**src/rtl/lockin_pkg.sv**
```systemverilog
// -----------------------------------------------------------------------------
// lockin_pkg
// Shared definitions for the lock-in integrate-and-dump path.
//   state_t      : integrator FSM states (IDLE, ACUM)
//   Q_IN_DEF     : default product width, shared with the multiplier instance
//   N_WIDTH_DEF  : default sample-count register width
//   ACC_W        : accumulator / frame-sum width for the default widths
// -----------------------------------------------------------------------------
package lockin_pkg;

   localparam int Q_IN_DEF    = 30;
   localparam int N_WIDTH_DEF = 16;
   localparam int ACC_W       = Q_IN_DEF + N_WIDTH_DEF;

   typedef enum logic {
      IDLE = 1'b0,
      ACUM = 1'b1
   } state_t;

endpackage : lockin_pkg

```
**src/rtl/lockin_integrador.sv**
```systemverilog
// -----------------------------------------------------------------------------
// lockin_integrador
// Integrate-and-dump accumulator behind the lock-in product multiplier.
// Sums n_samples valid unsigned products into one frame result and emits it
// with a one-cycle valid pulse. In continuous mode the block re-arms on the
// dump edge itself, so back-to-back frames lose no samples.
//
// Ports
//   clk            in   system clock, rising edge
//   reset          in   asynchronous active-high reset, clears all state
//   start          in   arms a frame when IDLE (ignored in ACUM)
//   stop           in   aborts the current frame, no output (wins over all)
//   continuo       in   re-arm automatically after each dump
//   n_samples      in   frame length, latched on start and on each re-arm
//   data_valid     in   qualifies data_in
//   data_in        in   unsigned product from the multiplier
//   data_out       out  unsigned frame sum, held until the next dump
//   data_out_valid out  one-cycle pulse per completed frame
//   busy           out  high while accumulating (state ACUM)
// -----------------------------------------------------------------------------
module lockin_integrador
   import lockin_pkg::*;
#(
   parameter int Q_IN    = Q_IN_DEF,
   parameter int N_WIDTH = N_WIDTH_DEF
) (
   input  logic                       clk,
   input  logic                       reset,
   input  logic                       start,
   input  logic                       stop,
   input  logic                       continuo,
   input  logic [N_WIDTH-1:0]         n_samples,
   input  logic                       data_valid,
   input  logic [Q_IN-1:0]            data_in,
   output logic [Q_IN+N_WIDTH-1:0]    data_out,
   output logic                       data_out_valid,
   output logic                       busy
);

   // Wide enough for (2^N_WIDTH-1) products of full scale: no overflow.
   localparam int ACC_WIDTH = Q_IN + N_WIDTH;

   state_t                 state_reg,          state_next;
   logic [ACC_WIDTH-1:0]   acc_reg,            acc_next;
   logic [N_WIDTH-1:0]     cnt_reg,            cnt_next;
   logic [N_WIDTH-1:0]     n_len_reg,          n_len_next;
   logic [ACC_WIDTH-1:0]   data_out_reg,       data_out_next;
   logic                   data_out_valid_reg, data_out_valid_next;

   logic [ACC_WIDTH-1:0]   acc_sum;
   logic                   last_sample;

   assign acc_sum     = acc_reg + ACC_WIDTH'(data_in);
   // n_len is never 0 while in ACUM, so n_len-1 cannot wrap here.
   assign last_sample = (cnt_reg == (n_len_reg - N_WIDTH'(1)));

   always_ff @(posedge clk or posedge reset) begin
      if (reset) begin
         state_reg          <= IDLE;
         acc_reg            <= '0;
         cnt_reg            <= '0;
         n_len_reg          <= '0;
         data_out_reg       <= '0;
         data_out_valid_reg <= 1'b0;
      end else begin
         state_reg          <= state_next;
         acc_reg            <= acc_next;
         cnt_reg            <= cnt_next;
         n_len_reg          <= n_len_next;
         data_out_reg       <= data_out_next;
         data_out_valid_reg <= data_out_valid_next;
      end
   end

   always_comb begin
      state_next          = state_reg;
      acc_next            = acc_reg;
      cnt_next            = cnt_reg;
      n_len_next          = n_len_reg;
      data_out_next       = data_out_reg;
      data_out_valid_next = 1'b0;

      case (state_reg)
         IDLE: begin
            // stop has priority, so start+stop together leaves us idle.
            if (start && !stop) begin
               if (n_samples != '0) begin
                  n_len_next = n_samples;
                  acc_next   = '0;
                  cnt_next   = '0;
                  state_next = ACUM;
               end else begin
                  // Zero-length frame: immediate empty result, never arms.
                  data_out_next       = '0;
                  data_out_valid_next = 1'b1;
               end
            end
         end

         ACUM: begin
            if (stop) begin
               acc_next   = '0;
               cnt_next   = '0;
               state_next = IDLE;
            end else if (data_valid) begin
               if (last_sample) begin
                  data_out_next       = acc_sum;
                  data_out_valid_next = 1'b1;
                  acc_next            = '0;
                  cnt_next            = '0;
                  // A zero length cannot be accumulated in ACUM, so an
                  // auto re-arm with n_samples=0 drops back to IDLE instead.
                  if (continuo && (n_samples != '0)) begin
                     n_len_next = n_samples;
                  end else begin
                     state_next = IDLE;
                  end
               end else begin
                  acc_next = acc_sum;
                  cnt_next = cnt_reg + N_WIDTH'(1);
               end
            end
         end

         default: begin
            state_next = IDLE;
         end
      endcase
   end

   assign data_out       = data_out_reg;
   assign data_out_valid = data_out_valid_reg;
   assign busy           = (state_reg == ACUM);

endmodule : lockin_integrador

```
**config.mk**
```make
export PLATFORM = sky130hd
export DESIGN_NAME = lockin_integrador
export DESIGN_NICKNAME = d
export VERILOG_FILES = /design/src/rtl/lockin_pkg.sv /design/src/rtl/lockin_integrador.sv
export SDC_FILE = /design/constraint.sdc
export NUM_CORES = 1
export LEC_CHECK = 0
export ABC_AREA = 1
export CAP_MARGIN = 20
export CORE_MARGIN = 1.5
export CORE_UTILIZATION = 35
export DETAILED_ROUTE_END_ITERATION = 10
export SLEW_MARGIN = 20
export SYNTH_ARGS = -nofsm -noshare
export SYNTH_HDL_FRONTEND = slang
export SYNTH_SLANG_ARGS = --single-unit
```
**constraint.sdc**
```tcl
create_clock -name clk -period 4.9 [get_ports clk]
set_input_delay 0.49 -clock clk [delete_from_list [all_inputs] [get_ports clk]]
set_output_delay 0.49 -clock clk [all_outputs]
set_load 0.005 [all_outputs]
```
==> reports/results.md <==
| Step | Parameter | This run |
|---|---|---|
| global route | Total global routing track utilization | 21.8% |
| yosys | Post-synthesis sequential element count | 126 |
| clocking | Buffers from clock root to sink, at most | 2 |
| clocking | Clk slew on worst S/H paths | 0.07 ns |
| setup path | Largest driver fanout on the critical path | 46 |
| timing | Total negative setup slack | 0 ns |
| timing | Slew headroom | 47.5% |
| yosys | Post-synthesis cell type count | 41 |
| timing | Slew at the pin closest to its max-slew limit | 0.787 ns |
| layout | ANT cells | 0 |
| global route | Total overflow reported by the global router | 0 |
| timing | Final clock period utilization by the worst path | 64.7% |
| yosys | Number of flops mapped to enable cells by yosys | 0 |
| global route | Pin count of the biggest net entering global routing | 67 |
| clocking | # Post-CTS Setup Buffers | 0 |
| yosys | Post-synthesis sequential area ratio | 32.2% |
| flow run | Count of max-cap constraint violations | 0 |
| pwr | Cell leakage power | 6.24 nW |
| clocking | Cell at the root of the clock tree | sky130_fd_sc_hd__clkbuf_16 |
| setup path | Arrival time worst endpoint | 3.49 ns |
| worst hold path | Path class of the lowest-slack min-delay path | reg2reg |
| placed design | Port bufs | 99 |
| timing | WHS | 0.479 ns |
| detailed routing | Sum of routed wire segments on met1 | 14,100 um |
| layout | Share of final-layout standard cells stronger than drive strength 1 | 5.30% |
| timing | Maximum clock skew at final layout | 0.0105 ns |
| detailed routing | Total wire length | 30,300 um |
| timing | Number of failing hold endpoints at the final stage | 0 |
| setup path | Nature of the critical path startpoint | input pin |
| yosys | Cell area after synthesis | 0.00980 mm2 |
| timing | Final number of setup-violating endpoints | 0 |
| timing | Number of pins with negative max-slew slack in the final report | 0 |
| layout | Net count, final | 1,713 |
| global route | Number of global-route vias before repair | 9,568 |
| setup path | Category of the worst setup path capture point | flip-flop |
| yosys | Synthesized netlist cell count | 1,543 |
| floorplanning | Floorplan row count | 61 |
| setup path | Worst path required time | 5.22 ns |
| yosys | Post-synthesis average cell area | 6.35 um2 |
| layout | Area Overhead vs Synth | 19.2% |
| outcome | Status | completed |
| clocking | Total number of clock tree sinks | 126 |
| detailed routing | Count of antenna-violating nets left after detailed routing | 0 |
| detailed routing | Number of design rule violations left after detail routing | 0 |
| floorplanning | Io pins | 100 |
| detailed routing | Highest metal used | met4 |
| floorplanning | Vertical die dimension | 170 um |
| clocking | H-Tree Depth | 4 |
| floorplanning | Initial core utilization | 35.4% |
| clocking | Clock tree from TritonCTS | done |
| setup path | WS Path Type | in2reg |
| clocking | Number of hold buffers added after CTS | 0 |
| timing | Top achievable clock speed | 315 MHz |
| yosys | Yosys warnings | 0 |
| placed design | DPL Wire Length | 23,300 um |
| detailed routing | Vias after detailed routing | 9,904 |
| detailed routing | WL met2 | 14,100 um |
| yosys | Post-synth net total | 1,628 |
| floorplanning | Core area | 0.0277 mm2 |
| timing | RSZ-0062 raised after global routing | false |
| clocking | Post-CTS sizing | 0 |
| floorplanning | Die outline area | 0.0290 mm2 |
| detailed routing | Mean number of vias per cell | 4.91 |
| detailed routing | Total iterations of the first detailed-routing run | 7 |
| timing | Time the final worst path needs with I/O delays and setup | 3.17 ns |
| layout | Finished Layout Cells | 2,019 |
| global route | Global-route wire length before repair | 49,700 um |
| global route | Initial antenna violation count | 0 |
| layout | Layout filler cell count | 2,979 |
| placed design | Placer congestion estimate | 0.961 |
| detailed routing | Met3 Routed Length | 1410 um |
| pwr | Peak supply drop | 0.184 mV |
| detailed routing | Average routed wire per standard cell | 15.0 um |
| yosys | Async set or reset register ratio after synthesis | 100% |
| clocking | Total CTS buffers | 17 |
| floorplanning | Horizontal extent of the die | 170 um |
| clocking | Worst-Skew Late Latency | 0.44 ns |
| placed design | Placed insts | 1,987 |
| yosys | Flip-flop cell with the highest count after synthesis | sky130_fd_sc_hd__dfrtp_1 |
| detailed routing | DR iter-0 viols | 631 |
| pwr | PD cells | 468 mW/mm2 |
-- worst max-delay path: stages --
cell and delay, ns:
sky130_fd_sc_hd__clkdlybuf4s50_1 0.42, sky130_fd_sc_hd__inv_1 0.06, sky130_fd_sc_hd__buf_4 0.39, sky130_fd_sc_hd__nand2_1 0.12, sky130_fd_sc_hd__nand2_1 0.47, sky130_fd_sc_hd__o21ai_0 0.38, sky130_fd_sc_hd__inv_1 0.12, sky130_fd_sc_hd__buf_4 0.27
sky130_fd_sc_hd__nand3_4 0.46, sky130_fd_sc_hd__nand2_1 0.18, sky130_fd_sc_hd__nand2_1 0.07
-- report_power, final --
group | internal, mW | switching [mW] | leakage [nW]
combinational | 0.941 | 1.72 | 4.27
sequential | 1.30 | 0.248 | 1.70
clock | 0.673 | 0.582 | 0.272
total | 2.92 | 2.55 | 6.24
-- logic make-up after synthesis --
| kind of cell | Yosys count | synth area share (%) |
|---|---|---|
| AND/OR/NAND/NOR | 971 | 43.7 |
| buffers and inverters | 280 | 11.6 |
| flip-flops | 126 | 32.2 |
| AO/OA/AOI/OAI | 104 | 5.64 |
| adder cells (fa/ha/maj) | 33 | 4.29 |
| XOR/XNOR | 29 | 2.59 |
-- placed cells by master (no fill, tap or decap), types with 32 or more instances in the layout --
cell and count:
sky130_fd_sc_hd__nor2_1 133, sky130_fd_sc_hd__nand4_1 85, sky130_fd_sc_hd__o21ai_0 51, sky130_fd_sc_hd__ha_1 32
sky130_fd_sc_hd__inv_1 227, sky130_fd_sc_hd__a21oi_1 40, sky130_fd_sc_hd__dfrtp_1 125, sky130_fd_sc_hd__nand3_1 117
sky130_fd_sc_hd__clkdlybuf4s50_1 99, sky130_fd_sc_hd__nand2_1 573
-- stage by stage --
stage               power (mW)  cell area [um2]  util [%]  setup slack, ns
global placement          4.18            11100      40.1             1.42
finish                    5.47            11700      42.2             1.73
detailed placement        4.22            11100      40.1             1.34
floorplan                 3.34             9800         -             1.05
CTS                       5.50            11700      42.2             1.77
global route              5.90            11700      42.2             1.50
-- cell usage after synthesis, types with 5 or more instances --
cell / number / area share, %
sky130_fd_sc_hd__buf_2: 13 / 0.66
sky130_fd_sc_hd__or2_2: 10 / 0.64
sky130_fd_sc_hd__nand3_1: 117 / 6.0
sky130_fd_sc_hd__nand2_1: 573 / 22
sky130_fd_sc_hd__a21oi_1: 40 / 2.0
sky130_fd_sc_hd__o21ai_0: 51 / 2.6
sky130_fd_sc_hd__nand4_1: 85 / 5.4
sky130_fd_sc_hd__nor2_1: 133 / 5.1
sky130_fd_sc_hd__xor2_1: 18 / 1.6
sky130_fd_sc_hd__nor3_1: 15 / 0.77
sky130_fd_sc_hd__o21bai_1: 6 / 0.46
sky130_fd_sc_hd__dfrtp_1: 126 / 32
sky130_fd_sc_hd__clkbuf_1: 17 / 0.65
sky130_fd_sc_hd__nand2_2: 7 / 0.45
sky130_fd_sc_hd__xnor2_1: 11 / 0.98
sky130_fd_sc_hd__inv_1: 228 / 8.7
sky130_fd_sc_hd__buf_6: 8 / 0.92
sky130_fd_sc_hd__ha_1: 32 / 4.1
sky130_fd_sc_hd__buf_1: 5 / 0.19
sky130_fd_sc_hd__nand3b_1: 7 / 0.54
-- cell type report --
| type | count | area (um2) | area share, % |
|---|---|---|---|
| multi-input cells | 1137 | 5510 | 47.2 |
| flip-flops and latches | 126 | 3150 | 27.0 |
| repair buffers | 111 | 1090 | 9.36 |
| inverters | 235 | 885 | 7.57 |
| well taps | 378 | 473 | 4.05 |
| clock buffers | 17 | 425 | 3.64 |
| clock inverters | 15 | 141 | 1.21 |
-- routing by layer --
layer	global-route usage (%)	up-vias
li1	-	5038
met1	29.4	4584
met2	36.0	247
met3	3.05	35
met4	7.08	0
met5	0	-
-- final timing paths --
kind | startpoint | depth (start not counted) | end | slack (ns)
worst max-delay path | stop | 11 | data_out[26] | 1.73
worst max register to register | n_len_reg[0] | 15 | data_out[26] | 1.80
min in group asynchronous | reset | 2 | n_len_reg[10] | 0.55
worst min register to register | data_out[18] | 2 | data_out[18] | 0.48
max in group asynchronous | reset | 3 | data_out[34] | 3.49
worst min-delay path | data_out[18] | 2 | data_out[18] | 0.48
(Power assumes the default switching activity.)
